$ cat src/rtl/pipe_stage_buf.sv
`default_nettype none
// ============================================================================
// Module   : pipe_stage_buf
// Purpose  : Generic pipeline-boundary register with valid/ready handshake,
//            optional 2-entry skid buffer, bubble insertion and flush.
// Revision : 1.0
// ============================================================================
module pipe_stage_buf #(
    parameter int                DATA_W      = 128,
    parameter int                CTRL_W      = 48,
    parameter bit                SKID        = 1'b1,
    parameter logic [CTRL_W-1:0] BUBBLE_CTRL = '0,
    parameter int                CNT_W       = 16
) (
    input  logic              cpu_clk,
    input  logic              reset,
    input  logic              flush,
    input  logic              in_valid,
    output logic              in_ready,
    input  logic              in_bubble,
    input  logic [DATA_W-1:0] in_data,
    input  logic [CTRL_W-1:0] in_ctrl,
    output logic              out_valid,
    input  logic              out_ready,
    output logic [DATA_W-1:0] out_data,
    output logic [CTRL_W-1:0] out_ctrl,
    output logic [1:0]        occupancy,
    output logic [CNT_W-1:0]  bubble_cnt
);

    logic              r_head_valid;
    logic [DATA_W-1:0] r_head_data;
    logic [CTRL_W-1:0] r_head_ctrl;
    logic [CNT_W-1:0]  r_bubble_cnt;

    logic              w_accept;
    logic              w_pop;
    logic              w_skid_valid;
    logic [CTRL_W-1:0] w_in_ctrl;

    assign w_accept  = in_valid & in_ready;
    assign w_pop     = r_head_valid & out_ready;
    assign w_in_ctrl = in_bubble ? BUBBLE_CTRL : in_ctrl;

    assign out_valid  = r_head_valid;
    assign out_data   = r_head_data;
    // Invalid head must never leak write-enables downstream.
    assign out_ctrl   = r_head_valid ? r_head_ctrl : '0;
    assign occupancy  = {1'b0, r_head_valid} + {1'b0, w_skid_valid};
    assign bubble_cnt = r_bubble_cnt;

    always_ff @(negedge cpu_clk or posedge reset) begin
        if (reset) begin
            r_bubble_cnt <= '0;
        end else if (w_accept && in_bubble && !flush && !(&r_bubble_cnt)) begin
            r_bubble_cnt <= r_bubble_cnt + CNT_W'(1);
        end
    end

    generate
        if (SKID) begin : g_skid
            logic              r_skid_valid;
            logic [DATA_W-1:0] r_skid_data;
            logic [CTRL_W-1:0] r_skid_ctrl;
            logic              r_in_ready;

            assign in_ready     = r_in_ready;
            assign w_skid_valid = r_skid_valid;

            always_ff @(negedge cpu_clk or posedge reset) begin
                if (reset) begin
                    r_head_valid <= 1'b0;
                    r_head_data  <= '0;
                    r_head_ctrl  <= '0;
                    r_skid_valid <= 1'b0;
                    r_skid_data  <= '0;
                    r_skid_ctrl  <= '0;
                    r_in_ready   <= 1'b0;
                end else if (flush) begin
                    r_head_valid <= 1'b0;
                    r_head_data  <= '0;
                    r_head_ctrl  <= '0;
                    r_skid_valid <= 1'b0;
                    r_skid_data  <= '0;
                    r_skid_ctrl  <= '0;
                    r_in_ready   <= 1'b1;
                end else begin
                    r_in_ready <= 1'b1;
                    if (r_skid_valid) begin
                        // in_ready is low here, so no accept can coincide.
                        if (w_pop) begin
                            r_head_data  <= r_skid_data;
                            r_head_ctrl  <= r_skid_ctrl;
                            r_skid_valid <= 1'b0;
                        end else begin
                            r_in_ready <= 1'b0;
                        end
                    end else if (r_head_valid && !w_pop) begin
                        if (w_accept) begin
                            r_skid_valid <= 1'b1;
                            r_skid_data  <= in_data;
                            r_skid_ctrl  <= w_in_ctrl;
                            r_in_ready   <= 1'b0;
                        end
                    end else begin
                        r_head_valid <= w_accept;
                        if (w_accept) begin
                            r_head_data <= in_data;
                            r_head_ctrl <= w_in_ctrl;
                        end
                    end
                end
            end
        end else begin : g_single
            logic r_rdy_en;

            assign in_ready     = r_rdy_en & (~r_head_valid | out_ready);
            assign w_skid_valid = 1'b0;

            always_ff @(negedge cpu_clk or posedge reset) begin
                if (reset) begin
                    r_head_valid <= 1'b0;
                    r_head_data  <= '0;
                    r_head_ctrl  <= '0;
                    r_rdy_en     <= 1'b0;
                end else begin
                    r_rdy_en <= 1'b1;
                    if (flush) begin
                        r_head_valid <= 1'b0;
                        r_head_data  <= '0;
                        r_head_ctrl  <= '0;
                    end else if (w_accept) begin
                        r_head_valid <= 1'b1;
                        r_head_data  <= in_data;
                        r_head_ctrl  <= w_in_ctrl;
                    end else if (w_pop) begin
                        r_head_valid <= 1'b0;
                    end
                end
            end
        end
    endgenerate

endmodule
`default_nettype wire

$ cat config.mk
export PLATFORM = sky130hd
export DESIGN_NAME = pipe_stage_buf
export DESIGN_NICKNAME = d
export VERILOG_FILES = /design/src/rtl/pipe_stage_buf.sv
export SDC_FILE = /design/constraint.sdc
export NUM_CORES = 1
export LEC_CHECK = 0
export BUFFER_PORTS_ARGS = -buffer_cell sky130_fd_sc_hd__buf_2
export CORE_UTILIZATION = 37
export DETAILED_ROUTE_END_ITERATION = 10
export GPL_TIMING_DRIVEN = 0
export PLACE_DENSITY_LB_ADDON = 0.25
export SLEW_MARGIN = 20
export SYNTH_ARGS = -nofsm -noshare
export SYNTH_HDL_FRONTEND = slang
export SYNTH_SLANG_ARGS = --single-unit
$ cat constraint.sdc
create_clock -name cpu_clk -period 9.8 [get_ports cpu_clk]
set_clock_uncertainty 0.05 [all_clocks]
set_input_delay 0.49 -clock cpu_clk [delete_from_list [all_inputs] [get_ports cpu_clk]]
set_output_delay 0.49 -clock cpu_clk [all_outputs]
set_load 0.02 [all_outputs]
[Word level (Yosys, flattened, before mapping)]
Index checks and enable logic that the tools add are counted.
Storage, ports and cells
  bits in registers: 371
Cells by class
  equality and inequality tests: 4
  bitwise logic cells: 2
  muxes and demuxes: 31
  add/subtract/negate cells: 2
  reductions and logical operators: 14
Operators by type and width (number)
  $mux 128: 8
  $mux 48: 10
  $add 16x1->16 const B: 1
  $reduce_and 16->1: 1
  $mux 1: 13
  $ne 3x3->1 const B: 2
  $reduce_and 3->1: 2
  $logic_and 1x1->1: 4
  $ne 2x2->1 const B: 2
  $reduce_bool 2->1: 2
  $logic_not 1->1: 3
  $reduce_bool 3->1: 1
  $add 1x1->2: 1
  $and 1x1->1: 2
  $reduce_and 2->1: 1

[Longest topological paths before layout]
  word-level depth: 6
  depth in mapped cells: 7
  depth with buffers taken out: 5

==> metrics.md <==
| Metric | Value |
|---|---|
| Status | completed |
| # setup viols final | 0 |
| Fin area | about 0.022 mm^2 |
| Initial Utilization | roughly 37% |
| Fraction of registers with async set or reset after synthesis | between 90% and 100% |
| Top_reg_cell synth | dfrtn_1 |
| First-pass GRT wire length | slightly above 80000 um |
| Fillers | 4518 |
| Vias in the first global route | around 15000 |
| MaxCap Viol Count | 0 |
| Max H-tree Level | 2 |
| Leak pwr | between 10 and 15 nW |
| # hold bufs at CTS | 0 |
| Num rows | 80 |
| Clk_lat worst skew | 0.56 ns |
| Routability cong. | 0.8226 |
| Iter 0 DRT Violations | around 810 |
| Crit path kind | reg2out |
| I/O pin cnt | about 380 |
| Yosys cell types | 40 |
| Die width | 221.5 um |
| PortBufs | between 300 and 400 |
| Total grt overflow | 0 |
| PD cells | between 150 and 200 mW/mm^2 |
| Num CTS Buffers | 43 |
| Share of layout cells above drive strength 1 | about a third |
| Hold Path Sink | r_head_ctrl[47] |
| Worst path slowest cell | dfrtn_1 |
| Arr. time, crit path | approximately 7.1 ns |
| Required time worst endpoint | around 9 ns |
| Worst-Margin Slew | 0.9583 ns |
| Worst VDD drop | about 0.11 mV |
| Crit-path cells | buf_2 -> clkbuf_1 -> and2_1 -> buf_2 |
| DR vias/cell | roughly 5 |
| Mapped Cells | roughly 1700 |
| Number of synthesized register bits | 371 |
| Worst relative slew slack | a little over a third |
| Die area | between 0.04 and 0.05 mm^2 |
| CTS max path bufs | 3 |
| Clk sink count | 371 |
| Post-place instance area | approximately 0.021 mm^2 |
| Hold Path Origin | r_head_ctrl[47] |
| Via count | ~14000 |
| Root buf cell | clkbuf_16 |
| Largest net degree at the start of global routing | 35 |
| Hold path cells | 1 |
| Placed cells | roughly 2700 |
| R2R setup slack | approximately 7.3 ns |
| Antenna violations before repair | 8 |
| Critical Path Start Type | register |
| Die height | about 220 um |
| Post-CTS Resized | 0 |
| Unrepaired setup endpoints after global routing | no |
| Wirelength per Cell | about 18 um |
| Nets | 2356 |
| Core area | ~0.048 mm^2 |
| Worst R2R Path Depth | 6 |
| Post-Syn Nets | between 1500 and 2000 |
| Largest fanout on the critical path | 11 |
| Final std cells w/o fill | between 2000 and 3000 |
| CP peak stage delay | roughly 0.46 ns |
| Area delta synth->final | 24.93% |
| Final hold vios | 0 |
| Final TNS setup | 0 ns |
| CTS tree | yes |
| Syn avg cell area | approximately 10 um^2 |
| Post-Syn Area | 0.01783 mm^2 |
| Post-synth EDFFs | 0 |
| Crit. End Element | output port |
| Seq/Total Area, Yosys | roughly 52% |
| Critical R2R Capture | out_data[53] |
| Hold/Removal Path Class | reg2reg |
| Clk slew on worst S/H paths | 0.04 ns |
| Routed Antenna Nets | 0 |
| Pins Over Slew Limit | 0 |
| Crit-path most repeated cell | buf_2 |
| Drt drc | 0 |
| Pre-antenna DRT Iters | 8 |
| Yosys warning total | 0 |
| Total Wirelength | approximately 52000 um |
| Reg-to-Reg Start | out_valid |
| Hpwl dp | between 30000 and 40000 um |
| Postcts setup bufs | 0 |
| Tot GR Track Use | about a fifth |
[cells in the mapped netlist, types with 2 or more instances]
library cell | n | area (um^2)
mux2i_1 | 128 | 1281
a21oi_1 | 227 | 1136
ha_1 | 2 | 25.02
nand3_1 | 4 | 20.02
and4_1 | 2 | 17.52
nand2b_1 | 2 | 12.51
nand4_1 | 4 | 25.02
o21ai_0 | 3 | 15.01
inv_1 | 4 | 15.01
dfrtn_1 | 371 | 9284
nor2_1 | 184 | 690.7
xor2_1 | 9 | 78.83
mux2_2 | 178 | 2004
buf_1 | 4 | 15.01
nor4_1 | 2 | 12.51
buf_2 | 34 | 170.2
nand2_1 | 313 | 1175
buf_4 | 8 | 60.06
buf_6 | 28 | 315.3
nand3b_1 | 49 | 367.9
nor4b_1 | 2 | 17.52
and2_1 | 48 | 300.3
nor3b_1 | 48 | 360.4
nor3_1 | 4 | 20.02
clkbuf_1 | 66 | 247.7
[worst max path at each step]
stage	end	slack, ns	cells after the start	from
after floorplan	bubble_cnt[0]	-0.44	1	reset
after detailed placement	g_skid.r_skid_ctrl[47]	1.63	5	flush
after global routing	out_ctrl[41]	2.03	4	out_valid
final	out_ctrl[42]	2.13	4	out_valid
after CTS	out_ctrl[43]	2.10	4	out_valid
after global placement	out_data[16]	-2.79	2	reset
[stage by stage]
stage	total power [W]	hold WS [ns]	setup WS [ns]	util [%]
floorplan	0.002115	0.3809	-0.4366	-
global placement	0.002338	0.3898	-2.791	42.98
detailed placement	0.002362	0.3956	1.629	43.55
CTS	0.004081	0.3955	2.101	46.71
global route	0.004189	0.3994	2.030	46.73
finish	0.004022	0.3941	2.130	46.74
[worst max-delay path, delay by kind of cell, from the launching register on]
kind	cells	cell delay, ns
buffers and inverters	3	0.95
DFF	1	0.46
and+or+nand+nor	1	0.25
[metal layers]
layer  global-route usage [%]  share of wire, %  vias up
met2                    34.90                47      354
met5                        0             0.037        -
met4                    5.063               2.0        4
met1                    28.51                45     7014
met3                    4.492               5.5       73
li1                         -                 -     6737
[cell usage in the layout, fill, tap and decap left out, types with 49 or more instances in the layout]
cell,synthesis,final
nor2_1,184,184
mux2_2,178,178
nand2_1,313,313
a21oi_1,227,227
nand3b_1,49,49
clkbuf_1,66,69
buf_2,34,409
dfrtn_1,371,371
mux2i_1,128,128
[state kept, by name, summed over array words and instances (netlist names)]
name	flops
g_skid.r_skid_ctrl	48
r_head_ctrl	48
g_skid.r_skid_data	128
out_valid	1
g_skid.r_skid_valid	1
bubble_cnt	16
in_ready	1
out_data	128
[power breakdown]
part / switching [W] / internal [W]
combinational: 0.000376 / 0.000252
clock: 0.000658 / 0.00103
sequential: 0.0000582 / 0.00164
total: 0.00109 / 0.00293
[logic make-up (layout without fill, tap and decap cells)]
family                   count (synthesis)  in the layout  synth area share [%]
AND/OR/NAND/NOR                        670            670                 17.51
flip-flops                             371            371                 52.08
multiplexers                           307            307                 18.50
AO/OA/AOI/OAI                          236            236                 6.717
buffers and inverters                  144            609                 4.618
XOR/XNOR                                 9              9                0.4422
adder cells (fa/ha/maj)                  2              2                0.1404
other                                    0              5                     0
[cell type report]
type / count / area [um^2] / share of cell area, %
clock buffer: 64 / 1358 / 6.096
antenna: 5 / 12.51 / 0.05618
clock inverter: 13 / 148.9 / 0.6686
buffer: 140 / 808.3 / 3.629
tap: 615 / 769.5 / 3.455
inverter: 4 / 18.77 / 0.08427
timing repair buffer: 388 / 2152 / 9.663
multi-input combinational: 1224 / 7719 / 34.66
sequential: 371 / 9284 / 41.69
(Power assumes the default switching activity.)
